===== config.mk =====
export PLATFORM = sky130hd
export DESIGN_NAME = regfile_wb_arbiter
export DESIGN_NICKNAME = d
export VERILOG_FILES = /design/src/rtl/regfile_wb_arbiter_pkg.sv /design/src/rtl/regfile_wb_arbiter_rr_arb2.sv /design/src/rtl/regfile_wb_arbiter.sv
export SDC_FILE = /design/constraint.sdc
export NUM_CORES = 1
export LEC_CHECK = 0
export ABC_AREA = 1
export BUFFER_PORTS_ARGS = -buffer_cell sky130_fd_sc_hd__buf_2
export CAP_MARGIN = 40
export CORE_MARGIN = 1
export CORE_UTILIZATION = 48
export DETAILED_ROUTE_END_ITERATION = 16
export MAX_ROUTING_LAYER = met4
export PLACE_DENSITY_LB_ADDON = 0.25
export SLEW_MARGIN = 20
export SYNTH_ARGS = -nofsm -noshare
export SYNTH_HDL_FRONTEND = slang
export SYNTH_SLANG_ARGS = --single-unit

===== constraint.sdc =====
create_clock -name clk -period 1.5 [get_ports clk]
set_clock_uncertainty 0.2 [all_clocks]
set_input_delay 0.15 -clock clk [delete_from_list [all_inputs] [get_ports clk]]
set_output_delay 0.15 -clock clk [all_outputs]
set_load 0.1 [all_outputs]

===== src/rtl/regfile_wb_arbiter_pkg.sv =====
// Shared widths and grant encoding for the register-file writeback arbiter.
package regfile_wb_arbiter_pkg;
   localparam int XLEN       = 32;
   localparam int REG_ADDR_W = 5;
   localparam int NUM_REGS   = 1 << REG_ADDR_W;

   localparam logic GNT_ALU = 1'b0;
   localparam logic GNT_LD  = 1'b1;
endpackage


===== src/rtl/regfile_wb_arbiter_rr_arb2.sv =====
// Two-way writeback arbiter: round-robin on ties, or fixed load priority when RR_EN=0.
module rr_arb2
   import regfile_wb_arbiter_pkg::*;
#(
   parameter bit RR_EN = 1'b1
) (
   input  logic clk_i,
   input  logic reset_i,
   input  logic alu_valid_i,
   input  logic ld_valid_i,
   output logic alu_gnt_o,
   output logic ld_gnt_o
);

   logic last_grant_q;
   logic last_grant_d;

   always_comb begin
      alu_gnt_o = 1'b0;
      ld_gnt_o  = 1'b0;
      if (!reset_i) begin
         if (alu_valid_i && ld_valid_i) begin
            // On a tie the side that did not win last time goes first.
            if (RR_EN && (last_grant_q == GNT_LD)) begin
               alu_gnt_o = 1'b1;
            end else begin
               ld_gnt_o = 1'b1;
            end
         end else begin
            alu_gnt_o = alu_valid_i;
            ld_gnt_o  = ld_valid_i;
         end
      end
   end

   always_comb begin
      last_grant_d = last_grant_q;
      if (ld_gnt_o) begin
         last_grant_d = GNT_LD;
      end else if (alu_gnt_o) begin
         last_grant_d = GNT_ALU;
      end
   end

   always_ff @(posedge clk_i) begin
      if (reset_i) begin
         last_grant_q <= GNT_ALU;
      end else begin
         last_grant_q <= last_grant_d;
      end
   end

endmodule


===== src/rtl/regfile_wb_arbiter.sv =====
// Arbitrates ALU and load writebacks into one registered register-file write port
// and tracks in-flight load destinations to generate the decode stall.
module regfile_wb_arbiter
   import regfile_wb_arbiter_pkg::*;
#(
   parameter bit RR_EN = 1'b1
) (
   input  logic                  clk,
   input  logic                  reset,
   input  logic                  iss_valid,
   input  logic [REG_ADDR_W-1:0] iss_rd,
   input  logic                  alu_valid,
   input  logic [REG_ADDR_W-1:0] alu_rd,
   input  logic [XLEN-1:0]       alu_data,
   output logic                  alu_ready,
   input  logic                  ld_valid,
   input  logic [REG_ADDR_W-1:0] ld_rd,
   input  logic [XLEN-1:0]       ld_data,
   output logic                  ld_ready,
   input  logic [REG_ADDR_W-1:0] rs1,
   input  logic [REG_ADDR_W-1:0] rs2,
   output logic                  stall,
   output logic [NUM_REGS-1:0]   busy,
   output logic                  RegWEn,
   output logic [REG_ADDR_W-1:0] AddrD,
   output logic [XLEN-1:0]       DataD
);

   logic                  alu_xfer;
   logic                  ld_xfer;
   logic [REG_ADDR_W-1:0] wr_rd;
   logic [XLEN-1:0]       wr_data;

   logic [NUM_REGS-1:0]   busy_q,   busy_d;
   logic                  regwen_q, regwen_d;
   logic [REG_ADDR_W-1:0] addrd_q,  addrd_d;
   logic [XLEN-1:0]       datad_q,  datad_d;

   rr_arb2 #(
      .RR_EN (RR_EN)
   ) u_arb (
      .clk_i       (clk),
      .reset_i     (reset),
      .alu_valid_i (alu_valid),
      .ld_valid_i  (ld_valid),
      .alu_gnt_o   (alu_ready),
      .ld_gnt_o    (ld_ready)
   );

   assign alu_xfer = alu_valid & alu_ready;
   assign ld_xfer  = ld_valid & ld_ready;
   assign wr_rd    = ld_xfer ? ld_rd   : alu_rd;
   assign wr_data  = ld_xfer ? ld_data : alu_data;

   always_comb begin
      regwen_d = 1'b0;
      addrd_d  = addrd_q;
      datad_d  = datad_q;
      if (alu_xfer || ld_xfer) begin
         // x0 writes still complete the handshake but never reach the file.
         regwen_d = (wr_rd != '0);
         addrd_d  = wr_rd;
         datad_d  = wr_data;
      end
   end

   always_comb begin
      busy_d = busy_q;
      if (ld_xfer) begin
         busy_d[ld_rd] = 1'b0;
      end
      // Set after clear so a same-cycle reissue of the register stays pending.
      if (iss_valid && (iss_rd != '0)) begin
         busy_d[iss_rd] = 1'b1;
      end
      busy_d[0] = 1'b0;
   end

   always_ff @(posedge clk) begin
      if (reset) begin
         busy_q   <= '0;
         regwen_q <= 1'b0;
         addrd_q  <= '0;
         datad_q  <= '0;
      end else begin
         busy_q   <= busy_d;
         regwen_q <= regwen_d;
         addrd_q  <= addrd_d;
         datad_q  <= datad_d;
      end
   end

   assign busy   = busy_q;
   assign RegWEn = regwen_q;
   assign AddrD  = addrd_q;
   assign DataD  = datad_q;

   assign stall = busy_q[rs1] | busy_q[rs2] |
                  (regwen_q & (addrd_q != '0) & ((addrd_q == rs1) | (addrd_q == rs2)));

endmodule


==> reports/metrics.cfg, run 1 <==
[logic_synthesis]
synth_top_area_share_pct = 36.90
avgSynthCellArea_um2 = 6.447
synth_nets = 683
synth_area_leaders = dfxtp_1, nand2_1, nand3_1, a21oi_1, a31oi_1
ys_warn_count = 0
synth_cell_type_count = 27
synth_largest_area_cell = dfxtp_1
synth_cells = 589
ys_seq_elements = 70
ys_seq_area_share_pct = 36.90
synth_area_mm2 = 0.003797

[place]
gp_congestion = 0.9596
io_buffers = 165
place_hpwl_um = 9661
place_ws_ns = -0.1160
postPlaceCellArea_mm2 = 0.005187

[clocking]
cts_buffers = 9
htreeDepth = 3
cts_buffer_depth = 2
cts-root-buf = clkbuf_8
clock-sinks = 70

[status]
stop_stage = global routing (5_1_grt)
status = aborted with a tool error
error = [ERROR GRT-0232] Routing congestion too high. Check the congestion heatmap in the GUI.

[die]
initial_core_util_pct = 49.40
num_rows = 32
die_y_um = 90.95
ioPinCount = 167
die_w_um = 90.95

[sta]
worst_endpoint = stall
endpoint_type = output port

[global_routing]
grt_start_max_net_pins = 65
grt_overflow_total = 25
track_usage_pct = 76.04

## stage by stage
step / std cells / setup TNS (ns)
after floorplan: 589 / -0.1469
after global placement: 877 / -0.5387
after detailed placement: 877 / -1.316
after CTS: 976 / -2.457
## layer usage
metal  GRT overflow  global-route usage, %
met1              0                  76.16
met2             16                  94.13
met3              0                  51.17
met4              9                  77.12
met5              -                      -
## cell families after synthesis
| group | Yosys count | synth area share [%] |
|---|---|---|
| DFF | 70 | 36.90 |
| AOI/OAI and AO/OA | 117 | 16.80 |
| buffers and inverters | 90 | 11.53 |
| and+or+nand+nor | 305 | 33.28 |
| other | 1 | 0.09875 |
| xor gates and xnor gates | 6 | 1.384 |
## Yosys cell counts
| cell | n |
|---|---|
| a21oi_1 | 41 |
| a31oi_1 | 32 |
| buf_2 | 5 |
| buf_4 | 8 |
| buf_6 | 8 |
| clkbuf_1 | 7 |
| clkinv_1 | 2 |
| clkinv_2 | 1 |
| conb_1 | 1 |
| dfxtp_1 | 70 |
| inv_1 | 53 |
| inv_2 | 5 |
| inv_4 | 1 |
| nand2_1 | 211 |
| nand3_1 | 75 |
| nand3_4 | 1 |
| nor2_1 | 12 |
| nor2_2 | 1 |
| nor3_1 | 3 |
| nor4_1 | 1 |
| o211ai_1 | 2 |
| o211ai_2 | 1 |
| o21ai_0 | 38 |
| o21ai_1 | 3 |
| or2_2 | 1 |
| xnor2_1 | 2 |
| xor2_1 | 4 |
## what timing repair did
action | CTS
gates cloned | 4
buffers inserted | 8
hold buffers | 71
resized for setup | 46
pin swaps | 1
endpoints found under the setup margin | 48
hold endpoints to repair | 41
==> inputs of run 2 (changes only) <==
--- a/config.mk
+++ b/config.mk
@@ -9,10 +9,9 @@
 export BUFFER_PORTS_ARGS = -buffer_cell sky130_fd_sc_hd__buf_2
 export CAP_MARGIN = 40
 export CORE_MARGIN = 1
-export CORE_UTILIZATION = 48
+export CORE_UTILIZATION = 40
 export DETAILED_ROUTE_END_ITERATION = 16
-export MAX_ROUTING_LAYER = met4
-export PLACE_DENSITY_LB_ADDON = 0.25
+export PLACE_DENSITY_LB_ADDON = 0.15
 export SLEW_MARGIN = 20
 export SYNTH_ARGS = -nofsm -noshare
 export SYNTH_HDL_FRONTEND = slang
==> run 2 against run 1 <==
The flow now finishes, with violations (setup timing). Area after synthesis is the same. Synthesized cell count is the same.
==> reports/metrics.cfg, run 2 <==
[status]
violations = setup timing
status = complete, but fails checks  ; was aborted with a tool error

[sta]
worstMarginPinSlew_ns = 0.7848
setup_viol = 63
finalCritPeriodShare_pct = 129.1
slew_headroom_pct = 47.68
fin_ws_ns = -0.4366
maxSlewViolCount = 0
hold_violations = 0
min_period_ns = 1.937
fin_tns_setup_ns = -5.809
rsz0062_at_grt = true
clock.fmax_mhz = 516.4

[setup_path]
rr_endpoint = DataD[25]
rrSetupSlack_ns = -0.23
critPathMaxFanout = 5
worstSetupPathType = reg2out
rr_startpoint = u_arb.last_grant_q
worstSetupEndpointType = primary output
reg2reg_depth = 8
arrival_ns = 1.59
start_kind = flip-flop
required_ns = 1.15

[power_and_ir_drop]
clkPwrFrac_pct = 31.2
vdd_drop_max_v = 0.0006760
switching_share_pct = 38.27
pwr-share-seq_pct = 34.0
power.leakage_uw = 0.003129
pwr-share-comb_pct = 34.8
p_int_uw = 3593
power_density_mw_per_mm2 = 841.5
power.total_uw = 5821
p_sw_uw = 2228

[drt]
drc = 0
drt_wl_total_um = 18390
ant_nets = 0
viasPerCell = 5.580
vias = 5502
wire_per_inst_um = 18.65
firstDrtPassIters = 6
drt_iter0_drc = 537

[logic_synthesis]
synth_top_area_share_pct = 36.90  ; unchanged
synth_nets = 683  ; unchanged
ys_top_cells_by_count = nand2_1, nand3_1, dfxtp_1  ; unchanged
avgSynthCellArea_um2 = 6.447  ; unchanged
synth_area_leaders = dfxtp_1, nand2_1, nand3_1, a21oi_1, a31oi_1  ; unchanged
synth_area_mm2 = 0.003797  ; unchanged
synth-edff-count = 0  ; unchanged
post-synth-top-count-cell = nand2_1  ; unchanged
async_reset_ff_share_pct = 0  ; unchanged
ys_warn_count = 0  ; unchanged
synth_cell_type_count = 27  ; unchanged
synth_cells = 589  ; unchanged
synth-main-ff-cell = dfxtp_1  ; unchanged
ys_seq_area_share_pct = 36.90  ; unchanged
ys_seq_elements = 70  ; unchanged
synth_largest_area_cell = dfxtp_1  ; unchanged

[place]
gp_congestion = 0.9246  ; was 0.9596
io_buffers = 165  ; unchanged
place_inst = 880  ; was 877
postPlaceCellArea_mm2 = 0.005141  ; was 0.005187 mm²
place_hpwl_um = 9829  ; was 9661 µm

[die]
core_mm2 = 0.009196
initial_core_util_pct = 41.29  ; was 49.40%
ioPinCount = 167  ; unchanged
dieArea_mm2 = 0.009887
die_y_um = 99.44  ; was 90.95 µm
num_rows = 35  ; was 32
die_w_um = 99.44  ; was 90.95 µm

[clocking]
clock-sinks = 70  ; unchanged
cts-root-buf = clkbuf_8  ; unchanged
htreeDepth = 3  ; unchanged
cts_tree = done
clk_pin_slew_ns = 0.09
cts_buffer_depth = 2  ; unchanged
cts_buffers = 9  ; unchanged
clk_latency_ns = 0.36

[final_layout]
fin_cells = 986
largest_reg_flops = 32
layout_commonest_cell = nand2_1
fin_util_pct = 75.22
finalInstanceArea_mm2 = 0.006918
drive_gt1_share_pct = 40.39
multi_input_area_mm2 = 0.002330
regArea_mm2 = 0.001539
layout.nets = 963
syn_to_final_growth_pct = 82.17
fill_cells = 612
final_cell_mix = nand2_1, buf_2, nand3_1

[worst_hold_path]
hold_start = iss_rd[3]
min_to = busy[4]
hold_class = in2reg
min_path_cells = 4

[global_routing]
track_usage_pct = 32.55
grt_start_max_net_pins = 65
grt_pass1_vias = 5214
grt_first_pass_wirelength_um = 25140
grt_overflow_total = 0
antenna_found_initial = 1

[job]
cap_violations = 0

[run 2: power by group through the flow]
| stage | sequential [µW] | combinational, µW | clock [µW] |
|---|---|---|---|
| 4_1_cts | 1960 | 1800 | 1760 |
| 5_1_grt | 1990 | 2110 | 1890 |
| 3_3_place_gp | 1990 | 1510 | 0 |
| 6_report | 1980 | 2030 | 1810 |
| 3_5_place_dp | 1990 | 1520 | 0 |
| 2_1_floorplan | 2590 | 515 | 0 |
[run 2: repair_timing]
| action | 4_1_cts | 5_1_grt |
|---|---|---|
| pin swaps | 4 | 13 |
| gates resized for setup | 56 | 151 |
| endpoints found under the setup margin | 67 | 114 |
| setup buffers | 10 | 9 |
| cloned | 4 | 2 |
| hold buffers | 70 | 0 |
| endpoints found under the hold margin | 41 | 0 |
[run 2: worst max path at each step]
stage	from	end	slack (ns)	cells after the start
2_1_floorplan	AddrD[4]	stall	-0.15	6
3_3_place_gp	rs1[1]	stall	-0.15	9
3_5_place_dp	rs1[1]	stall	-0.18	9
4_1_cts	AddrD[0]	stall	-0.45	7
5_1_grt	AddrD[0]	stall	-0.52	7
6_report	AddrD[0]	stall	-0.44	7
[run 2: layer usage]
| layer | global-route usage (%) | share of wire [%] | wire length, µm | up-vias |
|---|---|---|---|---|
| met5 | 0 | 0 | 0 | - |
| met4 | 15.16 | 5.6 | 1025 | 0 |
| met3 | 8.503 | 9.2 | 1697 | 94 |
| met2 | 55.45 | 49 | 8943 | 426 |
| met1 | 38.27 | 37 | 6718 | 2488 |
| li1 | - | - | - | 2494 |
[run 2: kinds of logic (layout without fill, tap and decap cells)]
group,count (synthesis),count (layout),synth area share [%]
and+or+nand+nor,305,305,33.28
other,1,2,0.09875
xor gates and xnor gates,6,6,1.384
AOI/OAI and AO/OA,117,117,16.80
DFF,70,70,36.90
buffers and inverters,90,375,11.53
[run 2: through the flow]
stage	worst slack, ns	hold WS, ns
finish	-0.4366	0.01991
floorplan	-0.1469	0.1162
global placement	-0.1516	0.2233
CTS	-0.4452	0.01840
global route	-0.5199	0.04533
detailed placement	-0.1798	0.2292
[run 2: worst max-delay path, stage by stage, from the launching register on]
cell and delay, ns:
dfxtp_4 0.37, xor2_1 0.16, nor3_1 0.15, nand3_1 0.10, nand2_1 0.09, nand3_2 0.11
nand3_4 0.09, buf_12 0.17
[run 2: cell type report]
type	count	share of cell area, %
Antenna cell	1	0.03617
Clock buffer	14	3.274
Clock inverter	2	0.1990
Inverter	62	3.581
Multi-Input combinational cell	429	33.68
Sequential cell	70	22.25
Tap cell	111	2.008
Timing Repair Buffer	297	34.98
No activity file was read; power rests on OpenSTA's default activity.
==> inputs of run 3 (changes only) <==
--- a/config.mk
+++ b/config.mk
@@ -11,7 +11,7 @@
 export CORE_MARGIN = 1
 export CORE_UTILIZATION = 40
 export DETAILED_ROUTE_END_ITERATION = 16
-export PLACE_DENSITY_LB_ADDON = 0.15
+export PLACE_DENSITY = 0.69
 export SLEW_MARGIN = 20
 export SYNTH_ARGS = -nofsm -noshare
 export SYNTH_HDL_FRONTEND = slang
==> run 3 against run 2 <==
The run ends with hold timing, setup timing left. Maximum frequency fell by 2.7%. Sequential cell count did not move. Clock power fell by 20%. Non-clock buffer count fell by 2. Register-to-register slack barely moved. Combinational power rose by 2%. Global-route usage rose by 1.1 points.
==> reports/metrics.cfg, run 3 (same netlist as run 2, synthesis figures left out) <==
[power_and_ir_drop]
pwr-share-comb_pct = 37.7  ; was 34.8%
p_sw_uw = 2292  ; was 2228 µW
pwr-share-seq_pct = 36.1  ; was 34.0%
clkPwrFrac_pct = 26.2  ; was 31.2%
power.leakage_uw = 0.003105  ; was 0.003129 µW
p_int_uw = 3210  ; was 3593 µW
power_density_mw_per_mm2 = 789.0  ; was 841.5 mW/mm²
vdd_drop_max_v = 0.0006922  ; was 0.0006760 V
switching_share_pct = 41.66  ; was 38.27%
power.total_uw = 5502  ; was 5821 µW

[setup_path]
arrival_ns = 1.64  ; was 1.59 ns
required_ns = 1.15  ; about the same
worstSetupPathType = reg2out  ; unchanged
critPathMaxFanout = 3  ; was 5
start_kind = flip-flop  ; unchanged
worstSetupEndpointType = primary output  ; unchanged

[status]
violations = hold timing, setup timing  ; was setup timing
status = complete, but fails checks  ; unchanged

[clocking]
clock-sinks = 70  ; unchanged
htreeDepth = 3  ; unchanged
clk_latency_ns = 0.38  ; was 0.36 ns
cts_buffers = 9  ; unchanged
cts-root-buf = clkbuf_8  ; unchanged
cts_tree = done  ; unchanged
clk_pin_slew_ns = 0.08  ; was 0.09 ns
cts_buffer_depth = 2  ; unchanged

[final_layout]
drive_gt1_share_pct = 43.00  ; was 40.39%
layout.nets = 961  ; was 963
final_cell_mix = nand2_1, buf_2, dlygate4sd3_1  ; was nand2_1, buf_2, nand3_1
finalInstanceArea_mm2 = 0.006974  ; was 0.006918 mm²
largest_reg_flops = 32  ; unchanged
syn_to_final_growth_pct = 83.66  ; was 82.17%
fill_cells = 603  ; was 612
layout_commonest_cell = nand2_1  ; unchanged

[global_routing]
grt_first_pass_wirelength_um = 26060  ; was 25140 µm
use_met1_pct = 39.86  ; was 38.27%
antenna_found_initial = 1  ; unchanged
grt_pass1_vias = 5343  ; was 5214
grt_start_max_net_pins = 65  ; unchanged
grt_overflow_total = 0  ; unchanged
top_usage_layer = met2  ; unchanged
gr-usage-met2_pct = 56.04  ; was 55.45%
met3_usage_pct = 8.503  ; unchanged
track_usage_pct = 33.66  ; was 32.55%

[die]
die_y_um = 99.44  ; unchanged
initial_core_util_pct = 41.29  ; unchanged
dieArea_mm2 = 0.009887  ; unchanged
die_w_um = 99.44  ; unchanged
num_rows = 35  ; unchanged
core_mm2 = 0.009196  ; unchanged
ioPinCount = 167  ; unchanged

[worst_hold_path]
hold_class = in2reg  ; unchanged

[place]
gp_congestion = 0.9748  ; was 0.9246
postPlaceCellArea_mm2 = 0.005169  ; was 0.005141 mm²
place_hpwl_um = 9736  ; was 9829 µm
io_buffers = 165  ; unchanged

[drt]
drt_wl_total_um = 19600  ; was 18390 µm
drt_iter0_drc = 592  ; was 537
viasPerCell = 5.749  ; was 5.580
firstDrtPassIters = 5  ; was 6
drc = 0  ; unchanged
ant_nets = 0  ; unchanged
wire_per_inst_um = 19.91  ; was 18.65 µm
vias = 5657  ; was 5502

[sta]
slew_headroom_pct = 43.64  ; was 47.68%
rsz0062_at_grt = true  ; unchanged
fin_ws_ns = -0.4901  ; was -0.4366 ns
whs_ns = -0.009694  ; was 0.01991 ns
setup_viol = 72  ; was 63
maxSlewViolCount = 0  ; unchanged
hold_violations = 2  ; was 0
min_period_ns = 1.990  ; was 1.937 ns
finalCritPeriodShare_pct = 132.7  ; was 129.1%
clock.fmax_mhz = 502.5  ; was 516.4 MHz
worstMarginPinSlew_ns = 0.8453  ; was 0.7848 ns

[job]
cap_violations = 0  ; unchanged

==> run 3: stage by stage <==
stage	setup slack [ns]	util [%]	instances	hold slack, ns	TNS (ns)
after detailed placement	-0.1790	56.20	882	0.2321	-0.9055
final	-0.4901	75.84	984	-0.009694	-6.927
after CTS	-0.4389	68.60	978	0.006599	-0.7426
after floorplan	-0.1469	-	589	0.1162	-0.1469
after global placement	-0.1415	56.20	882	0.2243	-0.5948
after global routing	-0.4964	75.84	984	0.03346	-9.156
==> run 3: area by class of cell <==
class                           instances  area (µm²)  share of cell area (%)
Inverter                               62       250.2                   3.588
Antenna cell                            1       2.502                 0.03588
Sequential cell                        70        1539                   22.07
Timing Repair Buffer                  295        2441                   35.00
Clock buffer                            9       123.9                   1.776
Clock inverter                          7       45.04                  0.6459
Multi-Input combinational cell        429        2434                   34.89
Tap cell                              111       138.9                   1.991
==> run 3: worst max-delay path: stages (launching register included) <==
cell and delay [ns]:
dfxtp_4 0.36, inv_1 0.13, nand2_1 0.08, nand3_1 0.09, nand3_1 0.09, nand3_1 0.11, nand3_1 0.08, nand2_2 0.08
nand3_4 0.08, buf_12 0.17
==> run 3: power groups by stage <==
stage / registers [µW] / clock network, µW / logic, µW
after global routing: 1990 / 1510 / 2150
after CTS: 1960 / 1390 / 1770
after floorplan: 2590 / 0 / 515
after global placement: 1990 / 0 / 1520
final: 1980 / 1440 / 2070
after detailed placement: 2000 / 0 / 1530
==> run 3: per-layer routing <==
metal | part of all wire (%) | vias up
li1 | - | 2493
met2 | 47 | 444
met3 | 9.6 | 135
met4 | 7.3 | 0
met1 | 36 | 2585
met5 | 0 | -
==> run 3: path summary, 6_finish.rpt <==
kind,startpoint,to,slack [ns],cells past startpoint
worst max-delay path,busy[30],stall,-0.49,9
worst max register to register,u_arb.last_grant_q,DataD[20],-0.23,8
worst min register to register,busy[18],busy[18],0.29,2
worst min-delay path,iss_rd[3],busy[5],-0.01,4
==> run 3: what timing repair did <==
item                                    in CTS  in global routing
resized for setup                           52                186
endpoints found under the hold margin       41                  0
endpoints found under the setup margin      50                111
setup buffers                                7                  3
hold buffers                                70                  0
cloned                                       4                  2
pin swaps                                    2                 29
